File: src/rtl/logic_arbiter.sv
// Round-robin arbiter/sequencer sharing one combinational logic unit
// (AND/OR/XOR/NOR) between two requesters. One operation is in flight at a
// time: IDLE accepts and registers operands, EXEC lets the shared unit settle
// for one cycle and captures its result, RESP holds the tagged result until
// the consumer takes it.
module logic_arbiter #(
    parameter int WIDTH = 32
) (
    input  logic             clk,
    input  logic             reset,

    input  logic             req0_valid,
    input  logic [WIDTH-1:0] req0_a,
    input  logic [WIDTH-1:0] req0_b,
    input  logic [1:0]       req0_sel,
    output logic             req0_ready,

    input  logic             req1_valid,
    input  logic [WIDTH-1:0] req1_a,
    input  logic [WIDTH-1:0] req1_b,
    input  logic [1:0]       req1_sel,
    output logic             req1_ready,

    output logic [WIDTH-1:0] lu_a,
    output logic [WIDTH-1:0] lu_b,
    output logic [1:0]       lu_sel,
    input  logic [WIDTH-1:0] lu_out,

    output logic             rsp_valid,
    output logic [WIDTH-1:0] rsp_data,
    output logic             rsp_id,
    input  logic             rsp_ready
);

    typedef enum logic [1:0] {
        IDLE = 2'd0,
        EXEC = 2'd1,
        RESP = 2'd2
    } state_t;

    state_t           state_q, state_d;
    logic             last_grant_q, last_grant_d;
    logic             id_q, id_d;
    logic [WIDTH-1:0] lu_a_q, lu_a_d;
    logic [WIDTH-1:0] lu_b_q, lu_b_d;
    logic [1:0]       lu_sel_q, lu_sel_d;
    logic             rsp_valid_q, rsp_valid_d;
    logic [WIDTH-1:0] rsp_data_q, rsp_data_d;
    logic             rsp_id_q, rsp_id_d;

    logic             gnt_valid;
    logic             gnt_id;

    // Round-robin pick: a lone requester always wins, a tie goes to the one
    // that was not granted last. Only meaningful while in IDLE.
    always_comb begin
        gnt_valid = 1'b0;
        gnt_id    = 1'b0;
        if (state_q == IDLE) begin
            if (req0_valid && req1_valid) begin
                gnt_valid = 1'b1;
                gnt_id    = ~last_grant_q;
            end else if (req0_valid) begin
                gnt_valid = 1'b1;
                gnt_id    = 1'b0;
            end else if (req1_valid) begin
                gnt_valid = 1'b1;
                gnt_id    = 1'b1;
            end
        end
    end

    assign req0_ready = gnt_valid && (gnt_id == 1'b0);
    assign req1_ready = gnt_valid && (gnt_id == 1'b1);

    // Next-state and datapath updates for the IDLE/EXEC/RESP sequence.
    always_comb begin
        state_d      = state_q;
        last_grant_d = last_grant_q;
        id_d         = id_q;
        lu_a_d       = lu_a_q;
        lu_b_d       = lu_b_q;
        lu_sel_d     = lu_sel_q;
        rsp_valid_d  = rsp_valid_q;
        rsp_data_d   = rsp_data_q;
        rsp_id_d     = rsp_id_q;

        unique case (state_q)
            IDLE: begin
                if (gnt_valid) begin
                    lu_a_d       = gnt_id ? req1_a   : req0_a;
                    lu_b_d       = gnt_id ? req1_b   : req0_b;
                    lu_sel_d     = gnt_id ? req1_sel : req0_sel;
                    id_d         = gnt_id;
                    last_grant_d = gnt_id;
                    state_d      = EXEC;
                end
            end
            EXEC: begin
                // Operands have been stable on the unit for a full cycle.
                rsp_data_d  = lu_out;
                rsp_id_d    = id_q;
                rsp_valid_d = 1'b1;
                state_d     = RESP;
            end
            RESP: begin
                // Data and id are left as-is after the handshake.
                if (rsp_ready) begin
                    rsp_valid_d = 1'b0;
                    state_d     = IDLE;
                end
            end
            default: begin
                state_d = IDLE;
            end
        endcase
    end

    // State register; reset discards any in-flight op or pending response.
    always_ff @(posedge clk) begin
        if (reset) begin
            state_q      <= IDLE;
            last_grant_q <= 1'b1;
            id_q         <= 1'b0;
            lu_a_q       <= '0;
            lu_b_q       <= '0;
            lu_sel_q     <= 2'd0;
            rsp_valid_q  <= 1'b0;
            rsp_data_q   <= '0;
            rsp_id_q     <= 1'b0;
        end else begin
            state_q      <= state_d;
            last_grant_q <= last_grant_d;
            id_q         <= id_d;
            lu_a_q       <= lu_a_d;
            lu_b_q       <= lu_b_d;
            lu_sel_q     <= lu_sel_d;
            rsp_valid_q  <= rsp_valid_d;
            rsp_data_q   <= rsp_data_d;
            rsp_id_q     <= rsp_id_d;
        end
    end

    assign lu_a      = lu_a_q;
    assign lu_b      = lu_b_q;
    assign lu_sel    = lu_sel_q;
    assign rsp_valid = rsp_valid_q;
    assign rsp_data  = rsp_data_q;
    assign rsp_id    = rsp_id_q;

endmodule

File: config.mk
export PLATFORM = sky130hd
export DESIGN_NAME = logic_arbiter
export DESIGN_NICKNAME = d
export VERILOG_FILES = /design/src/rtl/logic_arbiter.sv
export SDC_FILE = /design/constraint.sdc
export NUM_CORES = 1
export LEC_CHECK = 0
export ABC_AREA = 1
export BUFFER_PORTS_ARGS = -buffer_cell sky130_fd_sc_hd__buf_2
export CAP_MARGIN = 10
export CORE_ASPECT_RATIO = 1.4
export CORE_MARGIN = 4
export CORE_UTILIZATION = 45
export CTS_BUF_LIST = sky130_fd_sc_hd__clkbuf_16
export CTS_CLUSTER_DIAMETER = 200
export DETAILED_ROUTE_END_ITERATION = 10
export HOLD_SLACK_MARGIN = 0.12
export PLACE_DENSITY_LB_ADDON = 0.15
export SETUP_SLACK_MARGIN = 0.02
export SYNTH_ARGS = -nofsm -noshare
export SYNTH_HDL_FRONTEND = slang
export SYNTH_SLANG_ARGS = --single-unit
File: constraint.sdc
create_clock -name clk -period 1.6 [get_ports clk]
set_input_delay 0.08 -clock clk [delete_from_list [all_inputs] [get_ports clk]]
set_output_delay 0.08 -clock clk [all_outputs]
set_load 0.01 [all_outputs]
# Word-level counts from Yosys, hierarchy flattened
# Index checks and enable logic that the tools add are counted.
word_totals:
  ff_bits: 104
  inputBits: 169
  output_inout_bits: 102
  wordCells: 38
op_classes:
  eq_ne: 4
  mux: 15
  n_bitwise: 2
  n_reduce_logical: 8
op_table:
  columns: ["cell", "count"]
  rows:
  - ["$mux 32", 2]
  - ["$mux 1", 8]
  - ["$mux 2", 3]
  - ["$pmux 2 s3", 1]
  - ["$reduce_and 2->1", 3]
  - ["$ne 2x2->1 const B", 2]
  - ["$logic_and 1x1->1", 3]
  - ["$eq 2x1->1 const B", 1]
  - ["$eq 2x2->1 const B", 1]
  - ["$logic_not 2->1", 1]
  - ["$not 1->1", 2]
  - ["$pmux 1 s2", 1]
  - ["$reduce_bool 2->1", 1]

# Longest topological paths before layout
logic_depth:
  ltp_word: 6
  depth_mapped: 9
  ltp_nobuf: 7

# Worst setup path after synthesis
# Ideal clock, no wire load.
synth_path:
  path_type: "register to register"
  start: "register state_q[1]"
  end: "register lu_b_q[21] (netlist: lu_b[21])"
  setup_time_ns: 0.109
  arrival_time_ns: 1.136
  required_time_ns: 1.491
  path_slack_ns: 0.355
  path_stages_with_launch: 9
  path_buffers: 2
  period_less_slack_ns: 1.245
  cell_sequence: "dfxtp_1 -> nor2_2 -> nand3_2 -> buf_4 -> buf_6 -> nand2_1 -> nand3_1 -> nand2_1 -> inv_1"
synth_via:
  elab_chain_len: 3
  word_cells_on_any_way: 5
  cone_classes: "3 x mux; 2 x reduce/logical"
synth_rtl:
  columns: ["element", "line", "source"]
  rows:
  - ["start, declared", "41", "state_t state_q, state_d;"]
  - ["start signal, assigned", "132", "state_q <= state_d;"]
  - ["$logic_not 2->1 *", "59, 88", null]
  - ["$mux 1", "59", "if (state_q == IDLE) begin"]
  - ["$mux 32 / $reduce_and 2->1 (equally long branches)", null, null]
  - ["end signal, assigned", "136", "lu_b_q <= lu_b_d;"]
  - ["end, declared", "45", "logic [WIDTH-1:0] lu_b_q, lu_b_d;"]
# Mark *: on every way between the ends. The rest lies on a longest branch, timed or not.
# A chain may end at the register's enable or synchronous reset.

# Final worst setup path
layout_path:
  start: "register state_q[1]"
  end: "output req0_ready"
layout_via:
  elab_chain_len: 4
  word_cells_on_any_way: 5
  cone_classes: "2 x mux; 1 x bitwise; 2 x reduce/logical"
layout_rtl:
  columns: ["element", "line", "source"]
  rows:
  - ["$logic_not 2->1 *", "59", null]
  - ["$mux 1", "59", null]
  - ["$not 1->1", "73", "assign req0_ready = gnt_valid && (gnt_id == 1'b0);"]
  - ["$logic_and 1x1->1 *", "73", null]
  - ["end, declared", "16", "output logic req0_ready,"]
# Marked as above.

==> summary.md <==
| Metric | Value |
|---|---|
| Setup crit end kind | `primary output` |
| Met3 WL post-DR | `1780 um` |
| P_leak | `0.00462 uW` |
| Hold Vio Cnt, Final | `0` |
| Library cell with the highest instance count after synthesis | `nor2_1` |
| IO Port Bufs | `270` |
| Met2 wire len | `9740 um` |
| Remaining routing DRC violations | `0` |
| Ratio of final minimum period to clock period | `0.930` |
| Synthesized cell area | `4870 sq um` |
| Floorplan die area | `12,600 sq um` |
| Overall Global Routing Usage | `0.302` |
| Yosys top cell area share | `0.427` |
| Total I/O pin count | `271` |
| Placement Rows | `44` |
| Met1 Wirelength | `7320 um` |
| Number of antenna violations at the first check in global routing | `1` |
| Clock insertion delay at the later pin of the skew report | `0.34 ns` |
| Number of H-tree levels | `3` |
| Maximum achievable frequency | `672 MHz` |
| Final WL | `20,200 um` |
| Least-Margin Pin Slew | `0.490 ns` |
| Cell total after placement | `1,113` |
| Fin Clk Skew | `0.00942 ns` |
| Core area | `10,500 sq um` |
| Slowest Stage Delay on Critical Path | `0.37 ns` |
| Crit-path cells | `nor2_4 > nand3_4 > buf_12 > inv_1 > nor2_1 > buf_2` |
| Largest cells by area after synthesis | `dfxtp_1 (43%), nor2_1 (16%), nand2_1 (10%), nand4_1 (8.5%), nand3_1 (7.0%)` |
| Endpoints failing setup | `0` |
| Floorplan die height | `131 um` |
| CTS tree | `done` |
| Area growth, synth to finish | `71.1%` |
| Yosys warns | `0` |
| Clock sinks | `104` |
| Mapped Cells | `749` |
| Proportion of register bits with asynchronous set or reset after synthesis | `0` |
| Buf/Inv on CP | `3` |
| Post-synth net total | `918` |
| Clock Tree Buf Depth | `2` |
| EDFF count, synth | `0` |
| Number of iterations in the first detailed-routing pass | `5` |
| Maximum net fanout on the critical path | `12` |
| Area of placed instances | `6300 sq um` |
| CTS Root Cell | `clkbuf_16` |
| Wire length of the first global-routing pass | `30,600 um` |
| Hold Path Class | `in -> reg` |
| Avg Cell Area, Syn | `6.50 sq um` |
| Final cell count without fillers | `1,298` |
| Number of antenna-violating nets in the routed design | `0` |
| Initial standard-cell utilization of the core | `0.466` |
| Synth Flop Type | `dfxtp_1` |
| Proportion of layout cells with a drive suffix above 1 | `0.275` |
| Number of global-route vias before repair | `6,533` |
| Initial DRC Count | `387` |
| Slowest-stage cell, CP | `dfxtp_4` |
| Final hold slack | `0.128 ns` |
| Sequential cell area fraction in the yosys report | `0.427` |
| Setup repair after global routing missed its margin | `true` |
| Net count reported at finish | `1,322` |
| Outcome | `completed` |
| Element type at the critical path start | `flop` |
| Vias per cell | `5.12` |
| Horizontal die dimension | `95.9 um` |
| DP Wirelength | `10,900 um` |
| #FFs+latches synth | `104` |
| Total non-filler cell area in the finished layout | `8340 sq um` |
| Cell family with the largest share of critical-path delay | `buffers and inverters` |
| Worst Path Arrival | `1.41 ns` |
| Top routing layer in use | `met4` |
| Number of violations of the max-capacitance limit | `0` |
| Congestion Overflow GR | `0` |
| Clock-pin transition on the worst setup and hold timing paths | `0.06 ns` |
| Vias post-DR | `6,647` |
| Finished Core Util | `0.797` |
| Total clock buffers created by CTS | `9` |
| RePlAce Congestion | `0.833` |
| Final worst path period need | `1.49 ns` |
| Synth cell types | `19` |
| Crit path kind | `reg -> out` |
| Worst slew margin relative to its limit | `0.673` |
| Mean routed wirelength per cell | `15.5 um` |
| Cell area power density | `902 nW/um^2` |
| Setup total negative slack | `0 ns` |
| Yosys top cell by area | `dfxtp_1` |
| Worst vdd ir | `0.522 mV` |
| Worst path required time | `1.52 ns` |
| Final Max Slew Viols | `0` |
| Maximum number of pins on one net before global-route repair | `73` |
| Synth top cells by count | `nor2_1 (202), nand2_1 (136), dfxtp_1 (104)` |
cell families after synthesis:
logic type	share of synthesized area
buf+inv	0.112
flops	0.427
compound gates	0.0370
simple gates	0.423
path summary, 6_finish.rpt:
check             slack [ns]  cells past startpoint                         to                      start
hold / removal          0.13                      5      lu_a[26]$_SDFFE_PP0P_                 req1_a[26]
setup / recovery        0.11                      6                 req0_ready    state_q[1]$_SDFFE_PP0P_
setup reg to reg        0.13                      8       lu_a[4]$_SDFFE_PP0P_    state_q[0]$_SDFFE_PP0P_
hold reg to reg         0.48                      2  last_grant_q$_SDFFE_PP1P_  last_grant_q$_SDFFE_PP1P_
cells in the final DEF, fill, tap and decap left out:
cell type,instances
buf_2,270
nor2_1,202
dlygate4sd3_1,156
nand2_1,135
dfxtp_1,103
inv_1,72
nand3_1,68
nand4_1,66
o21ai_0,33
buf_4,18
clkbuf_16,12
nor2_4,3
a21oi_1,3
clkinvlp_4,3
buf_12,3
diode_2,2
inv_2,2
buf_16,2
nand2_2,1
nand3_4,1
clkinv_1,1
nand3b_1,1
clkinv_4,1
bufbuf_16,1
dfxtp_4,1
flip-flops by register name, summed over array words and instances (netlist names):
signal        flops
state_q           2
rsp_data         32
rsp_valid         1
lu_b             32
last_grant_q      1
id_q              1
lu_sel            2
rsp_id            1
lu_a             32
final cells by class:
type                            instances  area [sq um]
Antenna cell                            2          5.00
Clock buffer                            9           225
Clock inverter                          7          42.5
Fill cell                             722          2120
Inverter                               72           270
Multi-Input combinational cell        513          2260
Sequential cell                       104          2090
Tap cell                              138           173
Timing Repair Buffer                  453          3270
where the power goes:
part,switching (uW),total (uW),internal (uW),leakage [uW]
clock,941,1980,1040,0.000131
combinational,1350,2480,1130,0.00363
sequential,152,3050,2900,0.000863
total,2440,7520,5080,0.00462
timing repair:
item                                    CTS  global route
cloned                                    2             3
endpoints found under the setup margin    1            20
endpoints found under the hold margin   100             0
resized for setup                         1             4
hold buffers                            156             0
pin swaps                                 1             3
setup buffers                             2             4
per-layer routing:
metal | vias up | GRT usage
met4 | 0 | 0.193
li1 | 3184 | -
met2 | 414 | 0.500
met3 | 118 | 0.0761
met1 | 2931 | 0.335
met5 | - | 0
worst register-to-register path, delay by kind of cell, from the launching register on:
| kind | cells | cell delay, ns |
|---|---|---|
| buffers and inverters | 4 | 0.66 |
| DFF | 1 | 0.34 |
| and+or+nand+nor | 4 | 0.37 |
per-stage QoR:
| stage | total power, uW | worst slack (ns) |
|---|---|---|
| after global placement | 5030 | 0.204 |
| final | 7520 | 0.112 |
| after floorplan | 4280 | 0.355 |
| after CTS | 7400 | 0.0691 |
| after global routing | 7930 | 0.0105 |
| after detailed placement | 5050 | 0.191 |
(Power assumes the default switching activity.)
